File: src/rtl/ps2_scancode_rx_pkg.sv
// Shared types and constants for the PS/2 scan-code receiver: prefix bytes,
// deframer state encoding and the queued key-event layout.
package ps2_scancode_rx_pkg;

   localparam logic [7:0] PS2_PFX_EXT = 8'hE0;
   localparam logic [7:0] PS2_PFX_BRK = 8'hF0;

   typedef enum logic [1:0] {
      ST_IDLE   = 2'd0,
      ST_DATA   = 2'd1,
      ST_PARITY = 2'd2,
      ST_STOP   = 2'd3
   } rx_state_t;

   typedef struct packed {
      logic       ext;
      logic       brk;
      logic [7:0] code;
   } key_event_t;

   // PS/2 frames carry odd parity across the eight data bits plus the parity bit.
   function automatic logic odd_parity_ok(input logic [7:0] data, input logic par);
      return ^{data, par};
   endfunction

endpackage

File: src/rtl/ps2_scancode_rx_if.sv
// Pin-side and consumer-side signals of the PS/2 receiver; master is the receiver,
// slave is whatever drives the PS/2 lines and consumes key events.
interface ps2_scancode_rx_if #(
   parameter int DEPTH = 8
);
   logic                     i_ps2_clk_n;
   logic                     i_ps2_dat;
   logic                     i_rd_en;
   logic                     i_clr_err;
   logic                     o_valid;
   logic [7:0]               o_code;
   logic                     o_ext;
   logic                     o_brk;
   logic [$clog2(DEPTH):0]   o_count;
   logic                     o_err_parity;
   logic                     o_err_frame;
   logic                     o_overflow;

   modport master (
      input  i_ps2_clk_n, i_ps2_dat, i_rd_en, i_clr_err,
      output o_valid, o_code, o_ext, o_brk, o_count,
             o_err_parity, o_err_frame, o_overflow
   );

   modport slave (
      output i_ps2_clk_n, i_ps2_dat, i_rd_en, i_clr_err,
      input  o_valid, o_code, o_ext, o_brk, o_count,
             o_err_parity, o_err_frame, o_overflow
   );
endinterface

File: src/rtl/ps2_scancode_rx_sync_fifo.sv
// Show-ahead synchronous FIFO with occupancy count; a write into a full FIFO is
// accepted only when a pop happens in the same cycle, otherwise it is dropped.
module sync_fifo #(
   parameter int WIDTH = 10,
   parameter int DEPTH = 8
) (
   input  logic                       clk,
   input  logic                       rst_n,
   input  logic                       wr_en,
   input  logic [WIDTH-1:0]           wr_data,
   input  logic                       rd_en,
   output logic [WIDTH-1:0]           rd_data,
   output logic [$clog2(DEPTH):0]     count,
   output logic                       empty,
   output logic                       drop
);
   localparam int AW = $clog2(DEPTH);
   localparam logic [AW:0] FULL_CNT = (AW+1)'(DEPTH);

   logic [WIDTH-1:0] mem [DEPTH];
   logic [AW-1:0]    wr_ptr;
   logic [AW-1:0]    rd_ptr;
   logic             do_push;
   logic             do_pop;

   assign empty   = (count == '0);
   assign do_pop  = rd_en && !empty;
   assign do_push = wr_en && ((count != FULL_CNT) || do_pop);
   assign drop    = wr_en && !do_push;
   assign rd_data = mem[rd_ptr];

   always_ff @(posedge clk) begin
      if (do_push) mem[wr_ptr] <= wr_data;
   end

   // Pointers are AW bits wide so they wrap modulo DEPTH on their own.
   always_ff @(posedge clk or negedge rst_n) begin
      if (!rst_n) begin
         wr_ptr <= '0;
         rd_ptr <= '0;
         count  <= '0;
      end else begin
         if (do_push) wr_ptr <= wr_ptr + 1'b1;
         if (do_pop)  rd_ptr <= rd_ptr + 1'b1;
         case ({do_push, do_pop})
            2'b10:   count <= count + 1'b1;
            2'b01:   count <= count - 1'b1;
            default: count <= count;
         endcase
      end
   end

endmodule

File: src/rtl/ps2_scancode_rx.sv
// PS/2 keyboard receiver: line synchronisers, falling-edge strobe, 11-bit deframer,
// E0/F0 prefix folding and a show-ahead event FIFO with sticky error flags.
module ps2_scancode_rx
   import ps2_scancode_rx_pkg::*;
#(
   parameter int DEPTH       = 8,
   parameter int SYNC_STAGES = 2,
   parameter int TIMEOUT     = 50000
) (
   input  logic                clk,
   input  logic                i_arst_n,
   ps2_scancode_rx_if.master   bus
);
   localparam int CNT_W = $clog2(DEPTH) + 1;
   localparam int TMO_W = $clog2(TIMEOUT + 1);
   localparam logic [TMO_W-1:0] TMO_LIMIT = TMO_W'(TIMEOUT);

   logic [1:0]              rst_sync;
   logic                    rst_n;
   logic [SYNC_STAGES-1:0]  clk_sync;
   logic [SYNC_STAGES-1:0]  dat_sync;
   logic                    clk_prev;
   logic                    ps2_edge;
   logic                    dat_s;

   rx_state_t               state, state_nxt;
   logic [2:0]              bit_cnt;
   logic [7:0]              shift_q;
   logic                    par_q;
   logic [TMO_W-1:0]        tmo_cnt;
   logic                    tmo_hit, par_ok;
   logic                    shift_en, par_en, accept, bad_frame, set_perr, set_ferr;

   logic                    byte_vld_p0;
   logic [7:0]              byte_p0;
   logic                    ext_q, brk_q;
   logic                    is_prefix, push;
   key_event_t              push_ev, head;
   logic [9:0]              head_raw;
   logic [CNT_W-1:0]        fifo_count;
   logic                    fifo_empty, fifo_drop;

   // Reset asserts immediately but releases on a clock edge.
   always_ff @(posedge clk or negedge i_arst_n) begin
      if (!i_arst_n) rst_sync <= '0;
      else           rst_sync <= {rst_sync[0], 1'b1};
   end
   assign rst_n = rst_sync[1];

   always_ff @(posedge clk or negedge rst_n) begin
      if (!rst_n) begin
         clk_sync <= '1;
         dat_sync <= '1;
         clk_prev <= 1'b1;
      end else begin
         clk_sync <= {clk_sync[SYNC_STAGES-2:0], bus.i_ps2_clk_n};
         dat_sync <= {dat_sync[SYNC_STAGES-2:0], bus.i_ps2_dat};
         clk_prev <= clk_sync[SYNC_STAGES-1];
      end
   end
   assign ps2_edge = clk_prev && !clk_sync[SYNC_STAGES-1];
   assign dat_s    = dat_sync[SYNC_STAGES-1];

   assign par_ok  = odd_parity_ok(shift_q, par_q);
   assign tmo_hit = (state != ST_IDLE) && !ps2_edge && (tmo_cnt == TMO_LIMIT);

   always_ff @(posedge clk or negedge rst_n) begin
      if (!rst_n) state <= ST_IDLE;
      else        state <= state_nxt;
   end

   always_comb begin
      state_nxt = state;
      shift_en  = 1'b0;
      par_en    = 1'b0;
      accept    = 1'b0;
      bad_frame = 1'b0;
      set_perr  = 1'b0;
      set_ferr  = 1'b0;
      if (tmo_hit) begin
         state_nxt = ST_IDLE;
         set_ferr  = 1'b1;
         bad_frame = 1'b1;
      end else if (ps2_edge) begin
         case (state)
            ST_IDLE: begin
               if (!dat_s) state_nxt = ST_DATA;
               else        set_ferr  = 1'b1;
            end
            ST_DATA: begin
               shift_en = 1'b1;
               if (bit_cnt == 3'd7) state_nxt = ST_PARITY;
            end
            ST_PARITY: begin
               par_en    = 1'b1;
               state_nxt = ST_STOP;
            end
            ST_STOP: begin
               state_nxt = ST_IDLE;
               set_perr  = !par_ok;
               set_ferr  = !dat_s;
               accept    = par_ok && dat_s;
               bad_frame = !(par_ok && dat_s);
            end
            default: state_nxt = ST_IDLE;
         endcase
      end
   end

   always_ff @(posedge clk or negedge rst_n) begin
      if (!rst_n) begin
         bit_cnt <= '0;
         tmo_cnt <= '0;
      end else begin
         if (state == ST_IDLE) bit_cnt <= '0;
         else if (shift_en)    bit_cnt <= bit_cnt + 1'b1;
         if (ps2_edge || state == ST_IDLE) tmo_cnt <= '0;
         else                               tmo_cnt <= tmo_cnt + 1'b1;
      end
   end

   always_ff @(posedge clk) begin
      if (shift_en) shift_q <= {dat_s, shift_q[7:1]};
      if (par_en)   par_q   <= dat_s;
   end

   // ---- stage p0: accepted byte registered, prefix folding and push ----
   always_ff @(posedge clk or negedge rst_n) begin
      if (!rst_n) byte_vld_p0 <= 1'b0;
      else        byte_vld_p0 <= accept;
   end

   always_ff @(posedge clk) begin
      if (accept) byte_p0 <= shift_q;
   end

   assign is_prefix    = (byte_p0 == PS2_PFX_EXT) || (byte_p0 == PS2_PFX_BRK);
   assign push         = byte_vld_p0 && !is_prefix;
   assign push_ev.ext  = ext_q;
   assign push_ev.brk  = brk_q;
   assign push_ev.code = byte_p0;

   always_ff @(posedge clk or negedge rst_n) begin
      if (!rst_n) begin
         ext_q <= 1'b0;
         brk_q <= 1'b0;
      end else if (bad_frame) begin
         ext_q <= 1'b0;
         brk_q <= 1'b0;
      end else if (byte_vld_p0) begin
         if (byte_p0 == PS2_PFX_EXT)      ext_q <= 1'b1;
         else if (byte_p0 == PS2_PFX_BRK) brk_q <= 1'b1;
         else begin
            ext_q <= 1'b0;
            brk_q <= 1'b0;
         end
      end
   end

   sync_fifo #(
      .WIDTH ($bits(key_event_t)),
      .DEPTH (DEPTH)
   ) u_fifo (
      .clk     (clk),
      .rst_n   (rst_n),
      .wr_en   (push),
      .wr_data (push_ev),
      .rd_en   (bus.i_rd_en),
      .rd_data (head_raw),
      .count   (fifo_count),
      .empty   (fifo_empty),
      .drop    (fifo_drop)
   );
   assign head = key_event_t'(head_raw);

   // A new error in the same cycle as a clear request keeps the flag set.
   always_ff @(posedge clk or negedge rst_n) begin
      if (!rst_n) begin
         bus.o_err_parity <= 1'b0;
         bus.o_err_frame  <= 1'b0;
         bus.o_overflow   <= 1'b0;
      end else begin
         if (set_perr)           bus.o_err_parity <= 1'b1;
         else if (bus.i_clr_err) bus.o_err_parity <= 1'b0;
         if (set_ferr)           bus.o_err_frame  <= 1'b1;
         else if (bus.i_clr_err) bus.o_err_frame  <= 1'b0;
         if (fifo_drop)          bus.o_overflow   <= 1'b1;
         else if (bus.i_clr_err) bus.o_overflow   <= 1'b0;
      end
   end

   // Head fields are masked so the stale memory contents never reach the pins.
   assign bus.o_valid = !fifo_empty;
   assign bus.o_code  = fifo_empty ? 8'h00 : head.code;
   assign bus.o_ext   = !fifo_empty && head.ext;
   assign bus.o_brk   = !fifo_empty && head.brk;
   assign bus.o_count = fifo_count;

endmodule
File: src/flat_wrapper.sv
// flat-port wrapper written by rule: the top's interface ports become plain ports
module ps2_scancode_rx_flat import ps2_scancode_rx_pkg::*;
#(
   parameter int DEPTH       = 8,
   parameter int SYNC_STAGES = 2,
   parameter int TIMEOUT     = 50000
)
  (clk, i_arst_n, bus_i_ps2_clk_n, bus_i_ps2_dat, bus_i_rd_en, bus_i_clr_err, bus_o_valid, bus_o_code, bus_o_ext, bus_o_brk, bus_o_count, bus_o_err_parity, bus_o_err_frame, bus_o_overflow);
  ps2_scancode_rx_if #(.DEPTH(DEPTH)) bus_i ();
  input  logic clk;
  input  logic i_arst_n;
  input wire logic [$bits(bus_i.i_ps2_clk_n)-1:0] bus_i_ps2_clk_n;
  input wire logic [$bits(bus_i.i_ps2_dat)-1:0] bus_i_ps2_dat;
  input wire logic [$bits(bus_i.i_rd_en)-1:0] bus_i_rd_en;
  input wire logic [$bits(bus_i.i_clr_err)-1:0] bus_i_clr_err;
  output wire logic [$bits(bus_i.o_valid)-1:0] bus_o_valid;
  output wire logic [$bits(bus_i.o_code)-1:0] bus_o_code;
  output wire logic [$bits(bus_i.o_ext)-1:0] bus_o_ext;
  output wire logic [$bits(bus_i.o_brk)-1:0] bus_o_brk;
  output wire logic [$bits(bus_i.o_count)-1:0] bus_o_count;
  output wire logic [$bits(bus_i.o_err_parity)-1:0] bus_o_err_parity;
  output wire logic [$bits(bus_i.o_err_frame)-1:0] bus_o_err_frame;
  output wire logic [$bits(bus_i.o_overflow)-1:0] bus_o_overflow;
  assign bus_i.i_ps2_clk_n = bus_i_ps2_clk_n;
  assign bus_i.i_ps2_dat = bus_i_ps2_dat;
  assign bus_i.i_rd_en = bus_i_rd_en;
  assign bus_i.i_clr_err = bus_i_clr_err;
  assign bus_o_valid = bus_i.o_valid;
  assign bus_o_code = bus_i.o_code;
  assign bus_o_ext = bus_i.o_ext;
  assign bus_o_brk = bus_i.o_brk;
  assign bus_o_count = bus_i.o_count;
  assign bus_o_err_parity = bus_i.o_err_parity;
  assign bus_o_err_frame = bus_i.o_err_frame;
  assign bus_o_overflow = bus_i.o_overflow;
  ps2_scancode_rx #(.DEPTH(DEPTH), .SYNC_STAGES(SYNC_STAGES), .TIMEOUT(TIMEOUT)) u_core (.clk(clk), .i_arst_n(i_arst_n), .bus(bus_i));
endmodule
File: config.mk
export PLATFORM = sky130hd
export DESIGN_NAME = ps2_scancode_rx_flat
export DESIGN_NICKNAME = d
export VERILOG_FILES = /design/src/rtl/ps2_scancode_rx_pkg.sv /design/src/rtl/ps2_scancode_rx_if.sv /design/src/rtl/ps2_scancode_rx_sync_fifo.sv /design/src/rtl/ps2_scancode_rx.sv /design/src/flat_wrapper.sv
export SDC_FILE = /design/constraint.sdc
export NUM_CORES = 1
export LEC_CHECK = 0
export CORE_MARGIN = 8
export CORE_UTILIZATION = 40
export CTS_CLUSTER_SIZE = 24
export DETAILED_ROUTE_END_ITERATION = 10
export SKIP_LAST_GASP = 1
export SLEW_MARGIN = 20
export SYNTH_ARGS = -nofsm -noshare
export SYNTH_HDL_FRONTEND = slang
export SYNTH_SLANG_ARGS = --single-unit
File: constraint.sdc
create_clock -name clk -period 1.6 [get_ports clk]
set_input_delay 0.32 -clock clk [delete_from_list [all_inputs] [get_ports clk]]
set_output_delay 0.32 -clock clk [all_outputs]
set_load 0.05 [all_outputs]
==> results of run 1 <==
-- logic make-up after synthesis --
| family | synth area share, % |
|---|---|
| flip-flops | 68.38 |
| AND/OR/NAND/NOR | 9.108 |
| multiplexers | 10.70 |
| AO/OA/AOI/OAI | 3.171 |
| buffers and inverters | 1.639 |
| XOR/XNOR | 4.043 |
| adder cells (fa/ha/maj) | 2.894 |
| other | 0.06378 |
-- power by group through the flow --
stage	Sequential [W]	Combinational (W)	Clock [W]
2_1_floorplan	0.00484	0.00271	0
3_3_place_gp	0.00457	0.00465	0
3_5_place_dp	0.00458	0.00474	0
4_1_cts	0.00451	0.00491	0.00372
5_1_grt	0.00457	0.00550	0.00387
6_report	0.00454	0.00512	0.00366
-- per-layer routing --
metal  vias up  share of wire [%]  GRT usage, %  wire length [um]
li1       1631                  -             -                 -
met1      1754                 41         16.16              4945
met2        62                 53         22.31              6389
met3        11                4.3         3.319               518
met4         0                1.1         6.156               136
met5         -                  0             0                 0
-- what timing repair did --
item | CTS | global route
pin swaps | 20 | 12
resized for setup | 25 | 27
setup endpoints to repair | 114 | 139
setup buffers | 7 | 12
cloned | 4 | 2
endpoints found under the hold margin | 0 | 0
-- registers in the layout (all words and copies together), names as in the netlist, 3 cells and up --
signal                flops
u_core.tmo_cnt           16
u_core.u_fifo.mem        80
u_core.shift_q            8
u_core.u_fifo.rd_ptr      3
u_core.byte_p0            8
u_core.u_fifo.count       4
u_core.u_fifo.wr_ptr      3
u_core.bit_cnt            3
-- layout by cell type, fill, tap and decap left out, types with 4 or more instances in the layout --
cell type,n
clkdlybuf4s50_1,5
edfxtp_1,97
o21ai_0,4
buf_6,16
inv_1,13
xnor2_1,15
buf_12,11
ha_1,10
inv_8,4
clkbuf_16,19
nand2_1,13
xor2_1,4
clkinv_4,5
mux2i_1,9
buf_4,67
mux4_2,20
dfrtp_2,5
nor3_1,4
a21oi_1,8
dfrtp_1,34
nor2_1,22
nor2_2,5
nor2_4,11
nand3b_1,6
dfstp_2,5
nand3_1,9
-- area by class of cell --
cell class	instances	area share [%]
clock buffers	17	5.328
clock inverters	15	1.630
inverters	16	0.8149
multi-input cells	205	25.81
flip-flops and latches	141	50.43
well taps	184	2.884
repair buffers	103	13.10
-- critical path, stage by stage (launching register included) --
cell and delay (ns):
dfrtp_2 0.45, clkbuf_16 0.21, mux4_2 0.50, mux2i_1 0.15, nor2_1 0.06, buf_4 0.19
-- metrics by stage --
stage	std cells	total power (W)	util, %	setup slack [ns]
2_1_floorplan	368	0.007556	-	-0.8446
6_report	681	0.01332	55.35	-0.7146
3_5_place_dp	632	0.009324	48.85	-0.6444
3_3_place_gp	632	0.009218	48.85	-0.5976
5_1_grt	681	0.01394	55.35	-0.7774
4_1_cts	672	0.01315	53.89	-0.7491
-- worst max-delay path by stage --
| stage | from | end | slack, ns | cells past startpoint |
|---|---|---|---|---|
| 2_1_floorplan | u_core.u_fifo.count[2]$_DFFE_PN0P_ | u_core.u_fifo.count[3]$_DFFE_PN0P_ | -0.84 | 11 |
| 3_3_place_gp | u_core.u_fifo.count[2]$_DFFE_PN0P_ | u_core.u_fifo.count[3]$_DFFE_PN0P_ | -0.60 | 11 |
| 3_5_place_dp | u_core.u_fifo.count[2]$_DFFE_PN0P_ | u_core.u_fifo.count[3]$_DFFE_PN0P_ | -0.64 | 11 |
| 4_1_cts | u_core.u_fifo.rd_ptr[0]$_DFFE_PN0P_ | bus_o_brk | -0.75 | 5 |
| 5_1_grt | u_core.u_fifo.rd_ptr[0]$_DFFE_PN0P_ | bus_o_code[2] | -0.78 | 5 |
| 6_report | u_core.u_fifo.rd_ptr[0]$_DFFE_PN0P_ | bus_o_code[7] | -0.71 | 5 |
==> out/qor.txt, run 1 <==
=====================================================================================
DRC violations left                                                                 0
Worst-skew pair later-pin latency                                             0.42 ns
Number of antenna diodes                                                            0
Leakage power total                                                          2.988 nW
Antenna-violating nets left                                                         0
Minimum hold slack                                                         0.05863 ns
Violated checks                                                          negative setup slack
Async set or reset register ratio after synthesis                              31.21%
Sinks on the clock net                                                            141
Post-layout net count                                                             503
Most used DFF post-synth                                                     edfxtp_1
Kind of capture point of the worst setup path                            primary output
P per Cell Area                                                          1669 nW/um^2
Deepest clock path buffer count                                                     2
Worst setup path class                                                     reg -> out
Worst R2R Path Depth                                                               11
Max Freq                                                                    432.0 MHz
Multi-input gate area in the final layout                                   2061 um^2
Starting density of the core                                                   40.76%
CTS root buf                                                                clkbuf_16
Total via count in the routed design                                             3458
Minimum setup slack among reg-to-reg paths                                   -0.68 ns
Most frequent cells after synthesis                                      edfxtp_1 (97), dfrtp_1 (39), nor2_1 (35)
Smallest setup slack after layout                                          -0.7146 ns
Area of all sequential standard cells                                       4026 um^2
Count of routing violations after the opening detailed-route iteration            156
Fillers                                                                          1164
Post-Route Skew                                                           0.008400 ns
Number of hold-slack violations in the final timing report                          0
Most used standard cell by instance count after synthesis                    edfxtp_1
Crit path max fanout                                                               10
Sum of routed wire length over all layers                                    11990 um
Startpoint kind of the worst setup timing path                               register
Endpoint of the most critical register-to-register path                  u_core.u_fifo.count[3]$_DFFE_PN0P_
Half-perimeter wire length of the detailed placement result                   7322 um
GRT overflow                                                                        0
Share of cells above drive strength 1                                          43.26%
Die width                                                                    137.2 um
Synth top area share                                                           49.54%
Ratio of routed vias to standard cells                                          5.078
Clock tree from TritonCTS                                                        done
Warning count from the yosys run                                                    0
Fraction of the cycle the final worst path needs                               144.7%
Core Box Area                                                              14420 um^2
Number of enable flip-flop cells after synthesis                                   97
Portion of total power attributed to sequential cells                           34.1%
Clock network fraction of total power                                           27.5%
Slew Limit Headroom                                                            62.95%
Number of failing setup endpoints in the final timing report                      113
Number of port buffers                                                             23
Routed len/inst                                                              17.60 um
Top Ports                                                                          24
Total non-filler cell area in the finished layout                           7984 um^2
Switching part of the total power                                              34.56%
Pin count of the biggest net entering global routing                               43
Netlist area before placement                                               5879 um^2
Top cells by area, synth                                                 edfxtp_1 (50%), dfrtp_1 (17%), mux4_2 (7.7%)
CTS clock-pin slew for the worst setup and hold paths                         0.06 ns
Critical path required time                                                   1.28 ns
Number of antenna violations at the first check in global routing                   0
Critical path data arrival time                                               1.99 ns
Dpl cell area                                                               7046 um^2
Final count of pins violating max slew                                              0
Gate power share                                                                38.4%
Class of the worst hold path                                              in -> async
Fraction of the yosys area taken by sequential cells                           68.38%
Number of buffers added by the clock tree synthesis step                           17
Overall die height                                                           137.2 um
Number of global-route vias before repair                                        3588
Crit Reg-Reg Startpoint                                                  u_core.u_fifo.count[1]$_DFFE_PN0P_
Routability cong.                                                              0.7373
Area of the die                                                            18830 um^2
Library cell with the largest summed area after synthesis                    edfxtp_1
DRT Pass-1 Iters                                                                    5
Maximum vdd drop                                                             779.2 uV
Status                                                                   finished with violations
Total net switching power                                                  0.004605 W
Cell-internal power                                                        0.008718 W
Max Cap Violations                                                                  0
Total of flip-flops plus latches after synthesis                                  141
Number of standard cells after synthesis                                          368
Total global routing track utilization                                         13.41%
Slew at the pin with the worst max-slew slack                               0.5557 ns
Fin crit period                                                              2.315 ns
Final sum of negative setup slack                                           -45.39 ns
Post-Synthesis Net Count                                                          387
Setup repair after global routing missed its margin                               yes
H-tree levels                                                                       4
Post-synthesis average cell area                                           15.98 um^2
CTS Hold Buffers Added                                                              0
Cell variety after synth                                                           50
Global-route wire length before repair                                       18760 um
Area added between synthesis and finish                                        35.79%
Site row count                                                                     44
=====================================================================================
Note: power is estimated with default switching activity, not from simulation.
==> run 2: changes to the inputs <==
--- a/config.mk
+++ b/config.mk
@@ -7,6 +7,7 @@
 export LEC_CHECK = 0
 export CORE_MARGIN = 8
 export CORE_UTILIZATION = 40
+export CTS_CLUSTER_DIAMETER = 120
 export CTS_CLUSTER_SIZE = 24
 export DETAILED_ROUTE_END_ITERATION = 10
 export SKIP_LAST_GASP = 1
==> results of run 2 <==
The final DEF is identical to that of run 1; final timing and power are the same.
